`src/rtl/rtc_param_editor.sv`:
```
// Push-button BCD time/date editor: snapshots the RTC read-back values, lets the user step
// each field with auto-repeat, and emits a one-cycle Listo strobe when the user commits.
module rtc_param_editor #(
    parameter int REP_DLY  = 50_000_000,
    parameter int REP_RATE = 10_000_000
) (
    input  logic       CLK,
    input  logic       Reset,
    input  logic       En_Config,
    input  logic       Btn_Up,
    input  logic       Btn_Down,
    input  logic       Btn_Right,
    input  logic       Btn_Left,
    input  logic       Btn_Guardar,
    input  logic       doce_24,
    input  logic [7:0] Seg_In,
    input  logic [7:0] Min_In,
    input  logic [7:0] Hora_In,
    input  logic [7:0] Dia_In,
    input  logic [7:0] Mes_In,
    input  logic [7:0] Ano_In,
    output logic [7:0] clk_seg,
    output logic [7:0] clk_min,
    output logic [7:0] clk_hora,
    output logic [7:0] Dia,
    output logic [7:0] Mes,
    output logic [7:0] Ano,
    output logic [2:0] Campo,
    output logic       Editando,
    output logic       Listo
);
    typedef enum logic [1:0] {IDLE, LOAD, EDIT, COMMIT} state_t;
    state_t state_q, state_d;

    function automatic logic [6:0] b2i(input logic [7:0] b);
        return 7'(b[7:4]) * 7'd10 + 7'(b[3:0]);
    endfunction

    function automatic logic [7:0] i2b(input logic [6:0] v);
        logic [3:0] tens, ones;
        tens = 4'(v / 7'd10);
        ones = 4'(v % 7'd10);
        return {tens, ones};
    endfunction

    function automatic logic [7:0] step_bcd(input logic [7:0] v, input logic up,
                                            input logic [6:0] lo, input logic [6:0] hi);
        logic [6:0] n;
        n = b2i(v);
        if (up) n = (n >= hi) ? lo : n + 7'd1;
        else    n = (n <= lo || n > hi) ? hi : n - 7'd1;
        return i2b(n);
    endfunction

    // 12h hora: [5] = PM, [4:0] = BCD 01..12; the PM flag flips across 11 <-> 12
    function automatic logic [7:0] step12(input logic [5:0] v, input logic up);
        logic [6:0] h;
        logic       pm;
        logic [7:0] b;
        h  = b2i({3'b000, v[4:0]});
        pm = v[5];
        if (up) begin
            if (h == 7'd11)      begin h = 7'd12; pm = ~pm; end
            else if (h >= 7'd12) h = 7'd1;
            else                 h = h + 7'd1;
        end else begin
            if (h == 7'd12)      begin h = 7'd11; pm = ~pm; end
            else if (h <= 7'd1)  h = 7'd12;
            else                 h = h - 7'd1;
        end
        b = i2b(h);
        return {2'b01, pm, b[4:0]};
    endfunction

    function automatic logic [7:0] to12(input logic [7:0] h24);
        logic [6:0] h;
        h = b2i(h24);
        if (h == 7'd0)  return 8'h52;
        if (h < 7'd12)  return 8'h40 | i2b(h);
        if (h == 7'd12) return 8'h72;
        return 8'h60 | i2b(h - 7'd12);
    endfunction

    function automatic logic [7:0] to24(input logic [5:0] h12);
        logic [6:0] h;
        h = b2i({3'b000, h12[4:0]});
        if (!h12[5]) return (h == 7'd12) ? 8'h00 : i2b(h);
        return (h == 7'd12) ? 8'h12 : i2b(h + 7'd12);
    endfunction

    function automatic logic [6:0] maxday(input logic [7:0] m, input logic [7:0] a);
        logic [6:0] mb;
        mb = b2i(m);
        if (mb == 7'd2) return (b2i(a) % 7'd4 == 7'd0) ? 7'd29 : 7'd28;
        if (mb == 7'd4 || mb == 7'd6 || mb == 7'd9 || mb == 7'd11) return 7'd30;
        return 7'd31;
    endfunction

    // buttons: {guardar, up, down, right, left}
    logic [4:0] btn, btn_q, edge_q;
    logic       en_q, en_edge_q, mode_q;
    assign btn = {Btn_Guardar, Btn_Up, Btn_Down, Btn_Right, Btn_Left};

    // during reset the history follows the inputs so a held button yields no edge afterwards
    always_ff @(posedge CLK) begin
        btn_q <= btn;
        en_q  <= En_Config;
        if (Reset) begin
            edge_q    <= '0;
            en_edge_q <= 1'b0;
        end else begin
            edge_q    <= btn & ~btn_q;
            en_edge_q <= En_Config & ~en_q;
        end
    end

    logic        rep_act, rep_up;
    logic [31:0] rep_cnt;
    logic        do_step, step_up, rep_start, rep_clr, rep_reload, rep_dec;
    logic [2:0]  campo_d;

    always_comb begin
        state_d    = state_q;
        campo_d    = Campo;
        do_step    = 1'b0;
        step_up    = 1'b0;
        rep_start  = 1'b0;
        rep_clr    = 1'b0;
        rep_reload = 1'b0;
        rep_dec    = 1'b0;
        case (state_q)
            IDLE: begin
                rep_clr = 1'b1;
                if (en_edge_q) state_d = LOAD;
            end
            LOAD: begin
                rep_clr = 1'b1;
                campo_d = 3'd0;
                state_d = EDIT;
            end
            EDIT: begin
                if (!En_Config) begin
                    rep_clr = 1'b1;
                    state_d = IDLE;
                end else if (edge_q[4]) begin
                    rep_clr = 1'b1;
                    state_d = COMMIT;
                end else if (edge_q[3] || edge_q[2]) begin
                    do_step   = 1'b1;
                    step_up   = edge_q[3];
                    rep_start = 1'b1;
                end else if (edge_q[1]) begin
                    rep_clr = 1'b1;
                    campo_d = (Campo == 3'd5) ? 3'd0 : Campo + 3'd1;
                end else if (edge_q[0]) begin
                    rep_clr = 1'b1;
                    campo_d = (Campo == 3'd0) ? 3'd5 : Campo - 3'd1;
                end else if (rep_act) begin
                    if (!(rep_up ? Btn_Up : Btn_Down)) rep_clr = 1'b1;
                    else if (rep_cnt == 32'd0) begin
                        do_step    = 1'b1;
                        step_up    = rep_up;
                        rep_reload = 1'b1;
                    end else rep_dec = 1'b1;
                end
            end
            COMMIT: begin
                rep_clr = 1'b1;
                state_d = IDLE;
            end
            default: state_d = IDLE;
        endcase
    end

    always_ff @(posedge CLK) begin
        if (Reset) state_q <= IDLE;
        else       state_q <= state_d;
    end

    assign Editando = (state_q == EDIT);
    assign Listo    = (state_q == COMMIT);

    logic [6:0] maxd;
    logic [7:0] hora_step, hora_conv;
    assign maxd      = maxday(Mes, Ano);
    assign hora_step = mode_q ? step12(clk_hora[5:0], step_up) : step_bcd(clk_hora, step_up, 7'd0, 7'd23);
    assign hora_conv = doce_24 ? to12(clk_hora) : to24(clk_hora[5:0]);

    always_ff @(posedge CLK) begin
        if (Reset) begin
            clk_seg  <= 8'h00;
            clk_min  <= 8'h00;
            clk_hora <= 8'h00;
            Dia      <= 8'h01;
            Mes      <= 8'h01;
            Ano      <= 8'h00;
            Campo    <= 3'd0;
            mode_q   <= doce_24;
            rep_act  <= 1'b0;
            rep_up   <= 1'b0;
            rep_cnt  <= '0;
        end else begin
            mode_q <= doce_24;
            Campo  <= campo_d;
            if (rep_clr) rep_act <= 1'b0;
            else if (rep_start) begin
                rep_act <= 1'b1;
                rep_up  <= step_up;
                rep_cnt <= 32'(REP_DLY - 1);
            end else if (rep_reload) rep_cnt <= 32'(REP_RATE - 1);
            else if (rep_dec) rep_cnt <= rep_cnt - 32'd1;

            if (state_q == LOAD) begin
                clk_seg  <= Seg_In;
                clk_min  <= Min_In;
                clk_hora <= Hora_In;
                Dia      <= Dia_In;
                Mes      <= Mes_In;
                Ano      <= Ano_In;
            end else if (state_q == EDIT) begin
                if (do_step) begin
                    case (Campo)
                        3'd0: clk_seg  <= step_bcd(clk_seg, step_up, 7'd0, 7'd59);
                        3'd1: clk_min  <= step_bcd(clk_min, step_up, 7'd0, 7'd59);
                        3'd2: clk_hora <= hora_step;
                        3'd3: Dia      <= step_bcd(Dia, step_up, 7'd1, maxd);
                        3'd4: Mes      <= step_bcd(Mes, step_up, 7'd1, 7'd12);
                        3'd5: Ano      <= step_bcd(Ano, step_up, 7'd0, 7'd99);
                        default: ;
                    endcase
                end
                // a month/year change is followed by a day clamp one cycle later
                if (!(do_step && Campo == 3'd3) && b2i(Dia) > maxd) Dia <= i2b(maxd);
                if (doce_24 != mode_q) clk_hora <= hora_conv;
            end
        end
    end
endmodule

```
`config.mk`:
```
export PLATFORM = sky130hd
export DESIGN_NAME = rtc_param_editor
export DESIGN_NICKNAME = d
export VERILOG_FILES = /design/src/rtl/rtc_param_editor.sv
export SDC_FILE = /design/constraint.sdc
export NUM_CORES = 1
export LEC_CHECK = 0
export BUFFER_PORTS_ARGS = -buffer_cell sky130_fd_sc_hd__buf_4
export CAP_MARGIN = 20
export CELL_PAD_IN_SITES_DETAIL_PLACEMENT = 0
export CELL_PAD_IN_SITES_GLOBAL_PLACEMENT = 1
export CORE_UTILIZATION = 45
export DETAILED_ROUTE_END_ITERATION = 16
export PLACE_DENSITY = 0.94
export SLEW_MARGIN = 25
export SYNTH_ARGS = -nofsm -noshare
export SYNTH_HDL_FRONTEND = slang
export SYNTH_SLANG_ARGS = --single-unit
```
`constraint.sdc`:
```
create_clock -name CLK -period 13.6 [get_ports CLK]
set_input_delay 0 -clock CLK [delete_from_list [all_inputs] [get_ports CLK]]
set_output_delay 0 -clock CLK [all_outputs]
set_load 0.1 [all_outputs]
```
==> results.md, run 1 <==
| Step | Item | Value |
|---|---|---|
| run status | Run status | finished clean |
| layout | Final #Nets | 1856 |
| setup path | Data arrival time at the worst-slack endpoint | 6.97 ns |
| setup path | Largest stage delay on the critical path | 0.68 ns |
| yosys | Top-area cell type share of the netlist area | 16.8% |
| route | Antenna-violating nets left | 0 |
| setup path | Top delay family on crit path | adder cells |
| sta | Max-slew violation count | 0 |
| yosys | Count leader, synth | sky130_fd_sc_hd__nor2_1 |
| yosys | Sequential share of the synthesized area | 16.8% |
| route | DRC viols | 0 |
| sta | Portion of the clock cycle consumed by the worst path in the final layout | 49.0% |
| floorplan | Initial Utilization | 45.9% |
| global routing | Largest net degree at the start of global routing | 70 |
| sta | RSZ-0062 raised after global routing | no |
| setup path | Kind of launch point of the worst setup path | register |
| worst hold path | Kind of path behind the tightest hold check | in -> reg |
| placed design | HPWL Detailed | 26500 µm |
| yosys | Cell taking the most area after synthesis | sky130_fd_sc_hd__dfxtp_1 |
| yosys | Mean area per synthesized cell | 7.42 µm² |
| clock network | CTS tree | built |
| yosys | Dominant synthesized flop cell | sky130_fd_sc_hd__dfxtp_1 |
| sta | Worst-Margin Slew | 1.05 ns |
| setup path | Critical-path maximum fanout | 14 |
| clock network | Clock-pin transition on the worst setup and hold timing paths | 0.08 ns |
| setup path | Library cell contributing the largest single delay on the critical path | sky130_fd_sc_hd__xor2_1 |
| yosys | Leading cell types by count after synthesis | sky130_fd_sc_hd__nor2_1, sky130_fd_sc_hd__nand2_1, sky130_fd_sc_hd__a21oi_1, sky130_fd_sc_hd__ha_1, sky130_fd_sc_hd__dfxtp_1 |
| clock network | Level count of the clock H-tree | 3 |
| clock network | Number of cells upsized or downsized after cts | 0 |
| sta | Maximum operating frequency | 0.150 GHz |
| layout | Number of inserted filler cells in the final layout | 2485 |
| global routing | First-pass GRT wire length | 57300 µm |
| sta | Period minus WS final | 6.67 ns |
| layout | Number of antenna cells inserted | 0 |
| yosys | Async S/R FF share, synth | 0% |
| sta | Worst hold-check slack | 0.00117 ns |
| floorplan | Die W | 165 µm |
| layout | Layout cells sized above 1 | 11.3% |
| yosys | Syn_nets | 1775 |
| yosys | Seq cells post-synth | 100 |
| global routing | Antenna violations before repair | 0 |
| floorplan | Chip height | 165 µm |
| global routing | GRT Total Usage | 25.9% |
| global routing | GR Util met3 | 3.67% |
| sta | Setup tns final | 0 ns |
| setup path | Combined buffer and inverter count along the critical path | 2 |
| global routing | Vias in the first global route | 11500 |
| yosys | Yosys warnings | 0 |
| yosys | Number of enable flip-flop cells after synthesis | 0 |
| route | Detailed-routing iteration count for the pre-antenna-repair pass | 6 |
| global routing | Remaining Overflow, GRT | 0 |
| yosys | Number of instances in the synthesized netlist | 1605 |
| route | First DRT Iteration DRCs | 1353 |
| yosys | Count of different cell masters after synthesis | 104 |
| sta | Final hold violations | 0 |
| yosys | Post-synthesis cell area | 11900 µm² |
| floorplan | Die footprint | 27100 µm² |
| route | Via count normalized by instance count | 6.26 |
| setup path | Data required, critical path | 13.90 ns |
| setup path | Critical Path, Cell by Cell | ha_1 > fa_1 > xor2_1 > inv_1 > ha_1 > nand2_1 > a21boi_0 > nand3_1 > and3_1 > a211oi_2 > a21oi_4 > ha_1 > a41oi_1 > nor2_1 > xnor2_1 > ha_1 > inv_1 > a211oi_2 > xnor2_1 > ha_1 > or3_1 > a311oi_1 > a31o_1 |
| layout | Area growth from synthesis to layout | 13.5% |
| global routing | M1 GR Usage | 35.6% |
| clock network | Number of hold buffers added after cts | 28 |
| clock network | Clock sink total | 100 |
| setup path | Type of element capturing the critical path | register |
| clock network | Insertion delay of the later-clocked pin in the worst-skew pair | 0.36 ns |
| clock network | Worst-case clock buffer depth | 2 |
| clock network | Number of buffers created by CTS | 9 |
| global routing | Layer with the highest usage after global routing | met2 |
| global routing | Met2 Resource Use GR | 41.7% |
| clock network | Total setup buffers inserted after CTS | 0 |
| clock network | Clock root buffer master | sky130_fd_sc_hd__clkbuf_16 |
| placed design | Number of I/O port buffers | 109 |
| setup path | CP Class | reg -> reg |
| sta | Remaining max-slew budget at the tightest pin | 30.1% |
| sta | Skew final | 0.0155 ns |
| route | Total via count after detailed routing | 12700 |
| route | Wire length per cell after detailed routing | 17.6 µm |
| floorplan | Std-Cell Core Area | 26000 µm² |
| placed design | RePlAce Congestion | 0.935 |
| sta | Number of setup violations in the final report | 0 |
| floorplan | Core Rows | 59 |
| floorplan | I/O pin count | 110 |
| job | Number of maximum-capacitance violations | 0 |
| route | Final wirelength | 35600 µm |
| setup path | Most frequent CP cell | sky130_fd_sc_hd__ha_1 |
| yosys | Leading cell types by total area after synthesis | sky130_fd_sc_hd__dfxtp_1, sky130_fd_sc_hd__ha_1, sky130_fd_sc_hd__nor2_1 |
-- worst paths after layout --
kind | from | end | slack [ns] | depth (start not counted)
worst max register to register | clk_hora[4] | clk_hora[1] | 6.93 | 23
worst min-delay path | Ano_In[7] | Ano[7] | 0.001 | 5
worst max-delay path | clk_hora[4] | clk_hora[1] | 6.93 | 23
worst min register to register | en_q | en_edge_q | 0.39 | 1
-- layout make-up --
cell class / instances / area [µm²] / area share (%)
clock buffers: 12 / 256 / 1.90
clock inverters: 4 / 55.1 / 0.407
inverters: 67 / 251 / 1.86
multi-input cells: 1361 / 9360 / 69.2
flip-flops and latches: 100 / 2000 / 14.8
well taps: 335 / 419 / 3.10
repair buffers: 147 / 1170 / 8.68
-- layout by cell type, fill, tap and decap left out, types with 13 or more instances in the layout --
master	n
sky130_fd_sc_hd__xor2_1	23
sky130_fd_sc_hd__inv_1	64
sky130_fd_sc_hd__and2_1	19
sky130_fd_sc_hd__nand4_1	14
sky130_fd_sc_hd__nor2_1	159
sky130_fd_sc_hd__xnor2_1	59
sky130_fd_sc_hd__dfxtp_1	100
sky130_fd_sc_hd__a221oi_1	14
sky130_fd_sc_hd__a31oi_1	29
sky130_fd_sc_hd__or3_1	21
sky130_fd_sc_hd__buf_4	119
sky130_fd_sc_hd__a211oi_1	44
sky130_fd_sc_hd__mux2i_1	30
sky130_fd_sc_hd__nand2b_1	23
sky130_fd_sc_hd__a21o_1	17
sky130_fd_sc_hd__nand3_1	61
sky130_fd_sc_hd__nor3_1	58
sky130_fd_sc_hd__nor2b_1	14
sky130_fd_sc_hd__a21oi_1	115
sky130_fd_sc_hd__o21ai_0	95
sky130_fd_sc_hd__o211ai_1	30
sky130_fd_sc_hd__o22ai_1	15
sky130_fd_sc_hd__nor4_1	20
sky130_fd_sc_hd__nand2_1	122
sky130_fd_sc_hd__ha_1	100
sky130_fd_sc_hd__or4_1	13
sky130_fd_sc_hd__dlygate4sd3_1	28
-- registers in the layout (all words and copies together) (netlist names) --
signal     cells
btn_q          5
Mes            8
clk_hora       8
en_q           1
mode_q         1
rep_up         1
rep_act        1
Ano            8
Dia            8
state_q        2
edge_q         5
rep_cnt       32
en_edge_q      1
clk_min        8
Campo          3
clk_seg        8
-- metrics by stage --
step / util, % / setup slack [ns] / instances / cell area [µm²]
after floorplan: - / 7.17 / 1605 / 11900
after global placement: 49.7 / 7.23 / 1982 / 12900
after detailed placement: 49.7 / 7.10 / 1982 / 12900
after CTS: 52.0 / 7.07 / 2026 / 13500
after global routing: 52.0 / 6.39 / 2026 / 13500
final: 52.0 / 6.93 / 2026 / 13500
-- metal layers --
layer | wire length, µm | vias to the layer above
met5 | 0 | -
met4 | 754 | 0
met3 | 2310 | 60
met2 | 16100 | 433
met1 | 16400 | 5976
li1 | - | 6208
-- worst min-delay path, stage by stage --
cell                      delay (ns)
sky130_fd_sc_hd__buf_4          0.08
sky130_fd_sc_hd__a21oi_1        0.05
sky130_fd_sc_hd__nor2_1         0.08
sky130_fd_sc_hd__a21oi_1        0.05
sky130_fd_sc_hd__nor2_1         0.07
-- cell families (layout without fill, tap and decap cells) --
kind of cell | after synthesis | after routing | share of synthesized area, %
muxes | 37 | 37 | 3.24
DFF | 100 | 100 | 16.8
buffers and inverters | 144 | 230 | 4.83
xor gates and xnor gates | 83 | 83 | 6.22
and+or+nand+nor | 601 | 601 | 25.6
AOI/OAI and AO/OA | 525 | 525 | 30.6
adders and majority gates | 115 | 115 | 12.8
Power of run 1 is not shown: default switching activity piles up to over one toggle a cycle in this logic, so the estimate is an artifact.
==> run 2: changes to the inputs <==
==> constraint.sdc (replaced) <==
create_clock -name CLK -period 6.8 [get_ports CLK]
set_input_delay 0 -clock CLK [delete_from_list [all_inputs] [get_ports CLK]]
set_output_delay 0 -clock CLK [all_outputs]
set_load 0.1 [all_outputs]
==> run 2 against run 1 <==
Net effect:
- non-clock buffer count up 13
- largest cell class unchanged
- core utilization up 0.49 points
- clock skew up 0.0017 ns
==> results.md, run 2 (synthesis results as in run 1) <==
| Step | Item | Value | Delta |
|---|---|---|---|
| job | Number of maximum-capacitance violations | 0 | unchanged |
| route | First DRT Iteration DRCs | 1204 | -11% |
| route | Via count normalized by instance count | 6.26 | about the same |
| setup path | Logic depth of the worst register-to-register path | 21 | -8.7% |
| layout | Largest reg by FF count | rep_cnt |  |
| setup path | Origin of the critical flop-to-flop path | clk_hora[7] |  |
| floorplan | Chip height | 165 µm | unchanged |
| clock network | Worst-case clock buffer depth | 2 | unchanged |
| clock network | Number of cells upsized or downsized after cts | 0 | unchanged |
| setup path | Startpoint of the most critical setup path | clk_hora[7] |  |
| clock network | Level count of the clock H-tree | 3 | unchanged |
| global routing | Antenna violations before repair | 0 | unchanged |
| floorplan | Core Rows | 59 | unchanged |
| clock network | Number of hold buffers added after cts | 35 | +25% |
| route | Antenna-violating nets left | 0 | unchanged |
| layout | Most common cell after layout, fill and taps aside | sky130_fd_sc_hd__nor2_1 |  |
| sta | Worst hold-check slack | 0.0165 ns | +0.0153 ns |
| route | DRC viols | 0 | unchanged |
| global routing | Remaining Overflow, GRT | 0 | unchanged |
| sta | Worst-Margin Slew | 0.961 ns | -0.0867 ns |
| sta | Period minus WS final | 6.26 ns | -0.413 ns |
| global routing | GRT Total Usage | 25.8% | -0.14 points |
| floorplan | I/O pin count | 110 | unchanged |
| layout | Final #Nets | 1869 | +0.70% |
| layout | Number of inserted filler cells in the final layout | 2499 | +0.56% |
| setup path | Kind of launch point of the worst setup path | register |  |
| clock network | CTS tree | built |  |
| layout | Flip-flop count of the largest register after layout | 32 | unchanged |
| layout | Number of antenna cells inserted | 0 | unchanged |
| sta | Final hold violations | 0 | unchanged |
| layout | Top library cells by usage in the layout, fill and taps aside | sky130_fd_sc_hd__nor2_1, sky130_fd_sc_hd__buf_4, sky130_fd_sc_hd__nand2_1, sky130_fd_sc_hd__a21oi_1 |  |
| global routing | Largest net degree at the start of global routing | 71 | +1.4% |
| setup path | Data required, critical path | 7.11 ns | -6.79 ns |
| placed design | RePlAce Congestion | 0.959 | +2.6% |
| global routing | First-pass GRT wire length | 56700 µm | -1.0% |
| clock network | Insertion delay of the later-clocked pin in the worst-skew pair | 0.36 ns | about the same |
| setup path | Critical-path maximum fanout | 17 | +3 |
| setup path | Data arrival time at the worst-slack endpoint | 6.57 ns | -0.40 ns |
| sta | Number of setup violations in the final report | 0 | unchanged |
| route | Detailed-routing iteration count for the pre-antenna-repair pass | 7 | +1 |
| route | Total via count after detailed routing | 12800 | +0.65% |
| layout | Final core occ | 52.5% | +0.49 points |
| placed design | Number of I/O port buffers | 109 | unchanged |
| layout | FF+latch area | 2000 µm² | unchanged |
| floorplan | Std-Cell Core Area | 26000 µm² | unchanged |
| sta | Setup tns final | 0 ns | unchanged |
| worst hold path | Kind of path behind the tightest hold check | in -> reg |  |
| layout | Area growth from synthesis to layout | 14.5% |  |
| setup path | CP Class | reg -> reg |  |
| placed design | HPWL Detailed | 26500 µm | -0.19% |
| sta | Skew final | 0.0172 ns | +0.00172 ns |
| setup path | Type of element capturing the critical path | register |  |
| setup path | Capture instance of the worst register-to-register path | clk_hora[1] |  |
| layout | Combined area of the multi-input logic cells | 9360 µm² | about the same |
| floorplan | Initial Utilization | 45.9% | unchanged |
| sta | Max-slew violation count | 0 | unchanged |
| clock network | Clock-pin transition on the worst setup and hold timing paths | 0.08 ns | about the same |
| setup path | CP endpoint | clk_hora[1] |  |
| clock network | Number of buffers created by CTS | 9 | unchanged |
| run status | Run status | finished clean |  |
| setup path | Setup slack on the worst flop-to-flop path | 0.54 ns | -6.39 ns |
| floorplan | Die W | 165 µm | unchanged |
| placed design | Worst setup slack before clock tree synthesis | 0.707 ns | -6.39 ns |
| route | Final wirelength | 35600 µm | about the same |
| clock network | Clock root buffer master | sky130_fd_sc_hd__clkbuf_16 |  |
| layout | Layout cells sized above 1 | 11.6% | +0.27 points |
| sta | Portion of the clock cycle consumed by the worst path in the final layout | 92.0% | +43 points |
| floorplan | Die footprint | 27100 µm² | unchanged |
| global routing | Vias in the first global route | 11300 | -1.7% |
| sta | RSZ-0062 raised after global routing | no |  |
| sta | Remaining max-slew budget at the tightest pin | 35.3% | +5.2 points |
| sta | Maximum operating frequency | 0.160 GHz | +6.6% |
| sta | Setup ws final | 0.544 ns | -6.39 ns |
| clock network | Clock sink total | 100 | unchanged |
| clock network | Total setup buffers inserted after CTS | 0 | unchanged |
| worst hold path | Startpoint of the worst hold path | Min_In[0] |  |
| route | Wire length per cell after detailed routing | 17.5 µm | -0.60% |
[run 2: layout make-up]
cell class                      count  area share, %
Tap cell                          335           3.07
Clock buffer                       11           1.78
Timing Repair Buffer              160           9.44
Multi-Input combinational cell   1361           68.6
Clock inverter                      5          0.605
Sequential cell                   100           14.7
Inverter                           67           1.84
[run 2: worst min-delay path by stage]
stage                 end  depth (start not counted)
6_report       clk_min[0]                          3
2_1_floorplan    btn_q[0]                          0
5_1_grt        clk_seg[4]                          3
3_5_place_dp     btn_q[4]                          1
3_3_place_gp     btn_q[1]                          1
4_1_cts        clk_min[0]                          3
[run 2: per-stage QoR]
stage,instance area (µm²),instances
after floorplan,11900,1605
after global routing,13600,2039
after detailed placement,13000,1988
after CTS,13600,2039
after global placement,13000,1988
final,13600,2039
[run 2: critical path, stage by stage (launching register included)]
cell                        delay [ns]
sky130_fd_sc_hd__dfxtp_1          0.42
sky130_fd_sc_hd__ha_1             0.27
sky130_fd_sc_hd__ha_1             0.21
sky130_fd_sc_hd__fa_1             0.67
sky130_fd_sc_hd__nand2b_1         0.18
sky130_fd_sc_hd__o221a_2          0.44
sky130_fd_sc_hd__o2111ai_1        0.30
sky130_fd_sc_hd__and3_1           0.36
sky130_fd_sc_hd__a211oi_2         0.30
sky130_fd_sc_hd__a21oi_4          0.07
sky130_fd_sc_hd__ha_1             0.28
sky130_fd_sc_hd__a41oi_1          0.29
sky130_fd_sc_hd__nor2_1           0.10
sky130_fd_sc_hd__xnor2_1          0.33
sky130_fd_sc_hd__ha_1             0.24
sky130_fd_sc_hd__inv_1            0.08
sky130_fd_sc_hd__a211oi_2         0.35
sky130_fd_sc_hd__xnor2_1          0.18
sky130_fd_sc_hd__ha_1             0.28
sky130_fd_sc_hd__or3_1            0.39
sky130_fd_sc_hd__a311oi_1         0.32
sky130_fd_sc_hd__a31o_1           0.14
[run 2: routing by layer]
layer	vias to the layer above	share of wire (%)	global-route usage [%]
met2	418	46	41.9
met3	47	6.0	3.01
met1	6057	46	35.7
met4	0	1.5	7.05
met5	-	0	0
li1	6237	-	-
Power of run 2 is left out for the same reason.
